<file path="src/rtl/fb_mono_scanout.sv">
// Monochrome framebuffer scan-out: video timing, word fetch into a 4-deep FIFO,
// and a 32-bit pixel serializer feeding the DVI encoder stage.
module fb_mono_scanout #(
    parameter int C_resolution_x      = 1024,
    parameter int C_hsync_front_porch = 24,
    parameter int C_hsync_pulse       = 136,
    parameter int C_hsync_back_porch  = 160,
    parameter int C_resolution_y      = 768,
    parameter int C_vsync_front_porch = 3,
    parameter int C_vsync_pulse       = 6,
    parameter int C_vsync_back_porch  = 29,
    parameter int C_addr_bits         = 15,
    parameter bit C_invert            = 1'b0
) (
    input  logic                   clk_pixel,
    input  logic                   reset,
    output logic                   fetch_req,
    output logic [C_addr_bits-1:0] fetch_addr,
    input  logic                   fetch_ack,
    input  logic [31:0]            fetch_data,
    output logic [1:0]             vga_r,
    output logic [1:0]             vga_g,
    output logic [1:0]             vga_b,
    output logic                   vga_hsync,
    output logic                   vga_vsync,
    output logic                   vga_blank,
    output logic                   underrun
);
    localparam int H_TOTAL = C_resolution_x + C_hsync_front_porch + C_hsync_pulse + C_hsync_back_porch;
    localparam int V_TOTAL = C_resolution_y + C_vsync_front_porch + C_vsync_pulse + C_vsync_back_porch;
    localparam int HW      = $clog2(H_TOTAL);
    localparam int VW      = $clog2(V_TOTAL);
    localparam int WORDS   = C_resolution_x * C_resolution_y / 32;

    localparam logic [HW-1:0] H_ACT  = HW'(C_resolution_x);
    localparam logic [HW-1:0] HS_BEG = HW'(C_resolution_x + C_hsync_front_porch);
    localparam logic [HW-1:0] HS_END = HW'(C_resolution_x + C_hsync_front_porch + C_hsync_pulse);
    localparam logic [HW-1:0] H_LAST = HW'(H_TOTAL - 1);
    localparam logic [VW-1:0] V_ACT  = VW'(C_resolution_y);
    localparam logic [VW-1:0] VS_BEG = VW'(C_resolution_y + C_vsync_front_porch);
    localparam logic [VW-1:0] VS_END = VW'(C_resolution_y + C_vsync_front_porch + C_vsync_pulse);
    localparam logic [VW-1:0] V_LAST = VW'(V_TOTAL - 1);
    localparam logic [C_addr_bits-1:0] ADDR_LAST = C_addr_bits'(WORDS - 1);

    typedef enum logic [1:0] {IDLE, REQ, DONE} fetch_state_t;

    logic [HW-1:0] h;
    logic [VW-1:0] v;
    logic          active, hs, vs, restart, pop_slot;

    // ---------------- timing counters ----------------
    always_ff @(posedge clk_pixel or posedge reset) begin
        if (reset) begin
            h <= '0;
            v <= '0;
        end else if (h == H_LAST) begin
            h <= '0;
            v <= (v == V_LAST) ? '0 : v + 1'b1;
        end else begin
            h <= h + 1'b1;
        end
    end

    assign active   = (h < H_ACT) && (v < V_ACT);
    assign hs       = (h >= HS_BEG) && (h < HS_END);
    assign vs       = (v >= VS_BEG) && (v < VS_END);
    assign restart  = (h == '0) && (v == V_ACT);
    assign pop_slot = active && (h[4:0] == 5'd0);

    // ---------------- word FIFO ----------------
    logic [31:0] fifo_mem [4];
    logic [1:0]  wr_ptr, rd_ptr;
    logic [2:0]  count;
    logic        push, pop, fifo_empty;

    assign fifo_empty = (count == 3'd0);
    // Acks landing on the restart cycle belong to the old frame and are dropped.
    assign push = fetch_req && fetch_ack && !restart;
    assign pop  = pop_slot && !fifo_empty;

    always_ff @(posedge clk_pixel) begin
        if (push) fifo_mem[wr_ptr] <= fetch_data;
    end

    always_ff @(posedge clk_pixel or posedge reset) begin
        if (reset) begin
            wr_ptr <= '0;
            rd_ptr <= '0;
            count  <= '0;
        end else if (restart) begin
            wr_ptr <= '0;
            rd_ptr <= '0;
            count  <= '0;
        end else begin
            if (push) wr_ptr <= wr_ptr + 1'b1;
            if (pop)  rd_ptr <= rd_ptr + 1'b1;
            count <= count + 3'(push) - 3'(pop);
        end
    end

    assert property (@(posedge clk_pixel) disable iff (reset) !(push && count == 3'd4));

    // ---------------- pixel shifter ----------------
    logic [31:0] shreg, shreg_nxt, word;
    logic        pix;

    always_comb begin
        shreg_nxt = shreg;
        pix       = shreg[0];
        // An empty FIFO loads a word that renders black regardless of inversion.
        word      = fifo_empty ? {32{C_invert}} : fifo_mem[rd_ptr];
        if (pop_slot) begin
            pix       = word[0];
            shreg_nxt = word >> 1;
        end else if (active) begin
            shreg_nxt = shreg >> 1;
        end
    end

    always_ff @(posedge clk_pixel or posedge reset) begin
        if (reset) begin
            shreg     <= '0;
            vga_r     <= '0;
            vga_g     <= '0;
            vga_b     <= '0;
            vga_hsync <= 1'b0;
            vga_vsync <= 1'b0;
            vga_blank <= 1'b1;
            underrun  <= 1'b0;
        end else begin
            shreg     <= shreg_nxt;
            vga_r     <= active ? {2{pix ^ C_invert}} : 2'b00;
            vga_g     <= active ? {2{pix ^ C_invert}} : 2'b00;
            vga_b     <= active ? {2{pix ^ C_invert}} : 2'b00;
            vga_hsync <= hs;
            vga_vsync <= vs;
            vga_blank <= !active;
            underrun  <= underrun | (pop_slot && fifo_empty);
        end
    end

    // ---------------- fetch FSM ----------------
    fetch_state_t state, state_nxt;

    always_ff @(posedge clk_pixel or posedge reset) begin
        if (reset) state <= IDLE;
        else       state <= state_nxt;
    end

    always_comb begin
        state_nxt = state;
        case (state)
            IDLE:    if (count <= 3'd3) state_nxt = REQ;
            REQ:     if (fetch_ack) state_nxt = (fetch_addr == ADDR_LAST) ? DONE : IDLE;
            DONE:    state_nxt = DONE;
            default: state_nxt = IDLE;
        endcase
        if (restart) state_nxt = IDLE;
    end

    assign fetch_req = (state == REQ);

    // The address saturates at the last word; DONE stops further requests.
    always_ff @(posedge clk_pixel or posedge reset) begin
        if (reset)
            fetch_addr <= '0;
        else if (restart)
            fetch_addr <= '0;
        else if (fetch_req && fetch_ack && fetch_addr != ADDR_LAST)
            fetch_addr <= fetch_addr + 1'b1;
    end

endmodule

</file>
<file path="config.mk">
export PLATFORM = sky130hd
export DESIGN_NAME = fb_mono_scanout
export DESIGN_NICKNAME = d
export VERILOG_FILES = /design/src/rtl/fb_mono_scanout.sv
export SDC_FILE = /design/constraint.sdc
export NUM_CORES = 1
export LEC_CHECK = 0
export ABC_CLOCK_PERIOD_IN_PS = 4550
export CORE_ASPECT_RATIO = 0.5
export CORE_UTILIZATION = 55
export CTS_BUF_LIST = sky130_fd_sc_hd__clkbuf_16
export CTS_CLUSTER_DIAMETER = 120
export DETAILED_ROUTE_END_ITERATION = 7
export GPL_TIMING_DRIVEN = 0
export PLACE_DENSITY = 0.83
export SLEW_MARGIN = 20
export SYNTH_ARGS = -nofsm -noshare
export SYNTH_HDL_FRONTEND = slang
export SYNTH_SLANG_ARGS = --single-unit
</file>
<file path="constraint.sdc">
create_clock -name clk_pixel -period 4.55 [get_ports clk_pixel]
set_clock_uncertainty 0.15 [all_clocks]
set_input_delay 1.1375 -clock clk_pixel [delete_from_list [all_inputs] [get_ports clk_pixel]]
set_output_delay 1.1375 -clock clk_pixel [all_outputs]
set_load 0.01 [all_outputs]
</file>
After elaboration in Yosys (flattened, before gate mapping). Memories as Yosys holds them, arrays and structs flattened. Index checks and enable logic that the tools add are counted.

Register bits: 83. Memory bits (writable): 128. Input bits: 35. Output and inout port bits: 26. Logic and storage cells: 81. Memories kept: 1.

$add $sub $neg: 7. $lt $le $gt $ge: 7. Equality and inequality tests: 9. Mux-type cells: 21. Bitwise logic cells: 1. Reductions and logical operators: 22.

Memories: fifo_mem (depth 4, bits a word 32, read ports 1, clocked after memory_dff 0, wr ports 1, RTL line 71) `logic [31:0] fifo_mem [4];`.

Operator list (count): 2-to-1 mux 32 bit (3); 2-to-1 mux 15 bit (2); < comparator 11 bit, second input constant (2); == test 10 bit, second input constant (2); < comparator 10 bit, second input constant (2); 2-to-1 mux 2 bit (9); adder 15 x 1 -> 15 bit, second input constant (1); == test 15 bit, second input constant (1); != test 15 bit, second input constant (1); adder 11 x 1 -> 11 bit, second input constant (1); == test 11 bit, second input constant (1); greater-or-equal comparator 11 bit, second input constant (1); logical NOT 11 bit (1); 2-to-1 mux 11 bit (1); adder 10 x 1 -> 10 bit, second input constant (1); greater-or-equal comparator 10 bit, second input constant (1); logical AND 1 bit (10); 2-to-1 mux 10 bit (1); nonzero test 2 bit (4); case mux 2 bit (3 select lines) (1); logical NOT 5 bit (1); adder 2 x 1 -> 2 bit, second input constant (2); adder 3 x 1 -> 3 bit (1); <= comparator 3 x 2 -> 1 bit, second input constant (1); other kinds (12) (16).

Logic depth before layout (Yosys ltp). Gate-level depths: netlist (run 1).

Depth after elaboration: 7. Depth in mapped cells: 13. Gate-level depth less buffers: 13.

Least setup slack after synthesis (run 1). Ideal clock, no wire load.

Path kind: input port to flip-flop. Start point: input port fetch_ack. End point: memory fifo_mem[0][0], enable pin. Library setup time: 0.392 ns. Data arrival time: 2.426 ns. Required time: 4.008 ns. Setup slack: 1.582 ns. Stages: 3. Buffers on the path: 1. Path through: and3b_1 -> clkbuf_1 -> and3_1.

Word-level cells in the longest chain between the ends: 4.

RTL lines: start, declared (RTL line 19) `input logic fetch_ack,`; logical AND 1 bit (2 in series) (RTL line 78) `assign push = fetch_req && fetch_ack && !restart;`; 2-to-1 mux 1 bit (RTL line 82) `if (push) fifo_mem[wr_ptr] <= fetch_data;`; 2-to-1 mux 1 bit (implied by the code) (RTL line 82); end, declared (RTL line 71).

No other way between the ends.

Worst setup path in the final report (run 1).
Start point: register h[0]. End point: register count[2].

Word-level cells in the longest chain between the ends: 7.

RTL lines: start, declared (RTL line 47) `logic [HW-1:0] h;`; start signal, assigned (RTL line 60) `h <= h + 1'b1;`; logical NOT 11 bit (RTL line 67) `assign restart = (h == '0) && (v == V_ACT);`; logical AND 1 bit (RTL line 67); logical NOT 1 bit (RTL line 78); logical AND 1 bit (RTL line 78); adder 3 x 1 -> 3 bit (RTL line 97) `count <= count + 3'(push) - 3'(pop);`; subtractor 3 x 1 -> 3 bit (RTL line 97); 2-to-1 mux 3 bit * (RTL line 90) `end else if (restart) begin`; end signal, assigned (RTL line 97); end, declared (RTL line 73) `logic [2:0] count;`.

Mark *: on every way between the ends. The rest lies on a longest branch, timed or not. A chain may end at the register's enable or synchronous reset.

==> flow_summary.toml, run 1 <==
[run_status]
run_status = "finished clean"

[placed_design]
dp_slack_ns = 0.820
port_buffers = 60
dp_hpwl_mm = 11.2
place_area_um2 = 9740
gp_congestion = 0.809

[power]
p_total_mw = 5.03
ir_drop_mv = 0.289
p_leak_nw = 3.90
powerDensity_nw_per_um2 = 487

[floorplan]
coreArea_um2 = 15500
die_y_um = 91.3
die_area_um2 = 16500
start_util_pct = 56.6
num_rows = 32
io_pins = 61
die_w_um = 181

[drt]
routedWlPerCell_um = 19.6
ant_nets = 0
drc = 0
vias = 5432
drtPass1Iterations = 5
drt-total-wl_mm = 17.8
avgViaCountPerCell = 6.01
drt_iter0_drc = 386

[clocking]
cts_tree = "done"
cts_root_buffer = "clkbuf_16"
clk_pin_slew_ns = 0.07
cts_sinks = 209
clk_path_buf_depth = 3
cts_hold_buffers = 0
cts-resized-gates = 0
clock_latency_ns = 0.49
cts_buffers = 19
postCtsSetupBuffers = 0
h-tree-depth = 1

[sta]
slew_headroom_pct = 41.9
period_share_pct = 77.4
worst_pin_slew_ns = 0.860
hold_viol_final = 0
finalSetupViolCount = 0
fmax_mhz = 284
post-route-min-period_ns = 3.52
slew_viol_final = 0
setup_tns_ns = 0
fin_ws_ns = 1.03
grt_setup_unrepaired = "false"

[global_route]
grt_first_pass_wirelength_mm = 29.0
first_global_vias = 5409
grt-ovfl-total = 0
track_usage_pct = 22.6
antenna_found_initial = 0
use_met2_pct = 36.3
grt_use_met3_pct = 4.29
use_met1_pct = 31.8
grt_max_degree = 49
busiest_layer = "met2"

[final_layout]
fin_nets = 737
drive_gt1_share_pct = 13.6
final_util_pct = 66.7
final_area_um2 = 10300
area_delta_synth_final_pct = 17.8
diodes = 0

[logic_synthesis]
yosysUniqueCellTypes = 59
netlist_instances = 601
synth_warnings = 0
synth_top_area_share_pct = 43.8
syn_avg_cell_area_um2 = 14.6
synth_edf_count = 128
synth_fp_nets = 651
synth-seq-area-share_pct = 66.9
ys_dominant_reg_cell = "edfxtp_1"
postSynth.asyncResetShare_pct = 38.8
ys_ff_latch = 209
synth_top_cell_by_area = "edfxtp_1"
syn_area_um2 = 8770
yosys-top-cells-area = "edfxtp_1 (44%), dfrtp_1 (23%), mux4_2 (8.2%)"

[critical_path]
r2r.worst_path.cells = 13
r2r_start = "h[0]$_DFF_PP0_"
crit_type = "flip-flop to flip-flop"
endpoint = "count[2]$_DFF_PP0_"
worstReg2RegEnd = "count[2]$_DFF_PP0_"
startpoint = "h[0]$_DFF_PP0_"
cp-start-kind = "flip-flop"
r2r_setup_slack_ns = 1.03
cp.required_ns = 4.78
crit_path_max_fanout = 6
critPathCaptureType = "flip-flop"
cp.arrival_ns = 3.75

[hold_path]
hold_path.class = "flip-flop to flip-flop"

[run]
cap_violations = 0
==> cell families (layout without fill, tap and decap cells) <==
family	Yosys count	count (layout)	synth area share [%]
AO/OA/AOI/OAI	89	89	7.27
XOR/XNOR	13	13	1.30
adder cells (fa/ha/maj)	15	15	2.23
buffers and inverters	54	153	2.85
flip-flops	209	209	66.9
multiplexers	33	33	8.33
AND/OR/NAND/NOR	188	188	11.1
==> worst max-delay path, stage by stage, from the launching register on <==
cell and delay [ns]:
dfrtp_1 0.43, inv_1 0.08, ha_1 0.14, nor4b_1 0.70, nand4_1 0.32, or2_1 0.38
nand2_1 0.11, ha_1 0.24, inv_1 0.06, ha_1 0.14, inv_1 0.05, fa_1 0.37
xor2_1 0.18, nor2_1 0.05
==> through the flow <==
step                      cells  hold slack [ns]
final                       904            0.350
after global routing        904            0.372
after CTS                   904            0.359
after detailed placement    870            0.345
after global placement      865            0.326
after floorplan             601            0.309
==> synth_stat cells, types with 4 or more instances <==
master and n:
a211oi_1 4, a21oi_1 25, a221oi_1 30, and2_1 4, and3_1 9, and4_1 4, buf_2 8, buf_4 6
clkbuf_1 23, dfrtp_1 80, edfxtp_1 128, ha_1 14, inv_1 15, mux4_2 32, nand2_1 16, nand3_1 10
nand4_1 15, nor2_1 80, nor3_1 9, nor4_1 6, o211ai_1 4, o21ai_0 9, or3_1 4, xnor2_1 5
xor2_1 8
==> final cells by class <==
type / count / area (µm²)
clock inverter: 15 / 118
buffer: 39 / 194
clock buffer: 19 / 475
timing repair buffer: 65 / 708
sequential: 209 / 5870
multi-input combinational: 338 / 2660
fill: 1012 / 5160
inverter: 15 / 58.8
tap: 204 / 255
==> report_power, final <==
group          internal [mW]  switching, mW  total, mW
Sequential              2.30          0.151       2.45
Clock                  0.875          0.678       1.55
Combinational          0.506          0.523       1.03
Total                   3.68           1.35       5.03
==> sequential cells by signal, indices dropped and copies added (netlist names) <==
register / cells
count: 3
fetch_addr: 15
fifo_mem: 128
h: 11
rd_ptr: 2
shreg: 31
state: 2
underrun: 1
v: 10
vga_b: 1
vga_blank: 1
vga_hsync: 1
vga_vsync: 1
wr_ptr: 2
==> per-layer routing <==
layer,share of wire (%),up-vias
met5,0,-
met4,2.5,0
met3,5.6,35
met2,48,184
met1,44,2730
li1,-,2483
==> worst min path at each step <==
stage / endpoint / cells after the start / from
6_report: state[0]$_DFFE_PP0P_ / 1 / state[1]$_DFFE_PP0P_
5_1_grt: underrun$_DFF_PP0_ / 1 / underrun$_DFF_PP0_
4_1_cts: state[0]$_DFFE_PP0P_ / 1 / state[1]$_DFFE_PP0P_
3_5_place_dp: state[0]$_DFFE_PP0P_ / 1 / state[1]$_DFFE_PP0P_
3_3_place_gp: v[7]$_DFFE_PP0N_ / 1 / v[7]$_DFFE_PP0N_
2_1_floorplan: v[7]$_DFFE_PP0N_ / 1 / v[7]$_DFFE_PP0N_
==> placed cells by master (no fill, tap or decap), types with 16 or more instances in the layout <==
cell type and instances:
a21oi_1 25, a221oi_1 30, clkbuf_1 23, clkbuf_16 19, clkdlybuf4s50_1 60, dfrtp_1 80
edfxtp_1 128, inv_1 22, mux4_2 32, nand2_1 16, nor2_1 80
No activity file was read; power rests on OpenSTA's default activity.
==> inputs of run 2 (changes only) <==
ABC_CLOCK_PERIOD_IN_PS = 2900   (was 4550)
CORE_UTILIZATION = 53   (was 55)
PLACE_DENSITY = 0.84   (was 0.83)
clock period = 2.9 ns   (was 4.55 ns; I/O delays follow)
==> flow_summary.toml, run 2 (synthesis gave the netlist of run 1 again) <==
[run_status]
run_status = "finished clean"

[critical_path]
crit_path_max_fanout = 8
cp.arrival_ns = 3.06
crit_type = "flip-flop to flip-flop"
cp.required_ns = 3.13
critPathCaptureType = "flip-flop"
cp-start-kind = "flip-flop"
crit_path_top_delay_cell = "fa_2"
cp_cell_sequence = "clkbuf_1, nor4b_4, nand4_1, or2_4, nand2_2, ha_4, inv_2, ha_4, inv_2, fa_2, nor2_1"
r2r.worst_path.cells = 11
max_stage_delay_ns = 0.51

[sta]
period_share_pct = 97.5
post-route-min-period_ns = 2.83
fmax_mhz = 354
hold_viol_final = 0
whs_ns = 0.351
slew_viol_final = 0
worst_pin_slew_ns = 0.827
fin_ws_ns = 0.0719
slew_headroom_pct = 44.9
setup_tns_ns = 0
finalSetupViolCount = 0

[placed_design]
port_buffers = 60
gp_congestion = 0.834
place_inst = 889
dp_slack_ns = -0.575
dp_hpwl_mm = 11.9

[run]
cap_violations = 0

[floorplan]
die_w_um = 184
die_area_um2 = 17100
num_rows = 32
start_util_pct = 55.6
die_y_um = 93.0
coreArea_um2 = 15800
io_pins = 61

[drt]
drt-total-wl_mm = 18.3
vias = 5605
routedWlPerCell_um = 19.7
avgViaCountPerCell = 6.03
drc = 0
ant_nets = 0
drtPass1Iterations = 5
drt_iter0_drc = 418

[power]
p_seq_share_pct = 49.7
powerDensity_nw_per_um2 = 739
pwr-share-comb_pct = 21.1
swShare_pct = 27.4
p_sw_mw = 2.12
ir_drop_mv = 0.455
clkPwrFrac_pct = 29.1
p_total_mw = 7.74
internal_power_mw = 5.62
p_leak_nw = 3.91

[global_route]
grt-ovfl-total = 0
grt_first_pass_wirelength_mm = 29.5
first_global_vias = 5648
antenna_found_initial = 0
track_usage_pct = 22.6
grt_max_degree = 25

[clocking]
clock_latency_ns = 0.49
h-tree-depth = 1
cts_root_buffer = "clkbuf_16"
clk_path_buf_depth = 3
cts_buffers = 19
cts_sinks = 209
cts_tree = "done"
clk_pin_slew_ns = 0.07

[hold_path]
hold_path.class = "flip-flop to flip-flop"
holdPathStages = 1

[final_layout]
top_register = "fifo_mem"
multi_input_comb_area_um2 = 2710
final_cell_mix = "edfxtp_1 (128), nor2_1 (80), dfrtp_1 (80)"
fillCellCount = 1061
instances_no_fill = 930
seq_area_um2 = 5870
drive_gt1_share_pct = 16.1
fin_nets = 746
final_common_cell = "edfxtp_1"
area_delta_synth_final_pct = 19.5
top_regs = "fifo_mem x128, shreg x31, fetch_addr x15"
largest_reg_flops = 128
diodes = 0
run 2: through the flow:
stage | utilization [%] | instance area (µm²)
detailed placement | 62.3 | 9830
global route | 66.4 | 10500
floorplan | - | 8780
finish | 66.4 | 10500
global placement | 61.2 | 9650
CTS | 66.0 | 10400
run 2: power groups by stage:
stage | combinational [mW] | sequential [mW] | clock [mW]
floorplan | 1.01 | 3.85 | 0
global placement | 1.49 | 3.87 | 0
detailed placement | 1.62 | 3.89 | 0
CTS | 1.64 | 3.84 | 2.30
global route | 1.79 | 3.89 | 2.41
finish | 1.64 | 3.85 | 2.26
run 2: routing by layer:
layer  vias up  part of all wire [%]  track usage [%]  wire length, µm
li1       2498                     -                -                -
met1      2850                    42             30.1             7650
met2       219                    49             37.2             8900
met3        38                   7.8             5.45             1420
met4         0                   2.0             6.94              363
met5         -                     0                0                0
run 2: worst paths after layout:
| kind | start | end | slack [ns] |
|---|---|---|---|
| max | h[3]$_DFF_PP0_ | count[1]$_DFF_PP0_ | 0.07 |
| min | h[0]$_DFF_PP0_ | h[0]$_DFF_PP0_ | 0.35 |
| max reg2reg | h[3]$_DFF_PP0_ | count[1]$_DFF_PP0_ | 0.07 |
| min reg2reg | h[0]$_DFF_PP0_ | h[0]$_DFF_PP0_ | 0.35 |
| max in group asynchronous | reset | vga_blank$_DFF_PP1_ | 1.36 |
| min in group asynchronous | reset | h[4]$_DFF_PP0_ | 0.50 |
run 2: cell type report:
class                   count  share of cell area (%)
clock buffers              19                    4.54
inverters                  15                   0.573
multi-input cells         338                    25.8
repair buffers             74                    7.85
flip-flops and latches    209                    56.0
plain buffers              39                    1.85
well taps                 221                    2.64
clock inverters            15                   0.692
run 2: timing repair:
action | CTS | global route
pin swaps | 2 | 3
gates cloned | 0 | 0
hold buffers | 0 | 0
resized for setup | 4 | 8
buffers inserted | 2 | 5
setup endpoints to repair | 90 | 2
run 2: worst max-delay path: cells and delay by family, from the launching register on:
kind	cells	cell delay (ns)
adders and majority gates	3	0.83
buffers and inverters	3	0.32
DFF	1	0.36
and+or+nand+nor	5	1.07
==> inputs of run 3 (changes only) <==
CTS_CLUSTER_DIAMETER = unset   (was 120)
==> results of run 3 <==
No change in the layout: final DEF, timing and power equal those of run 2.
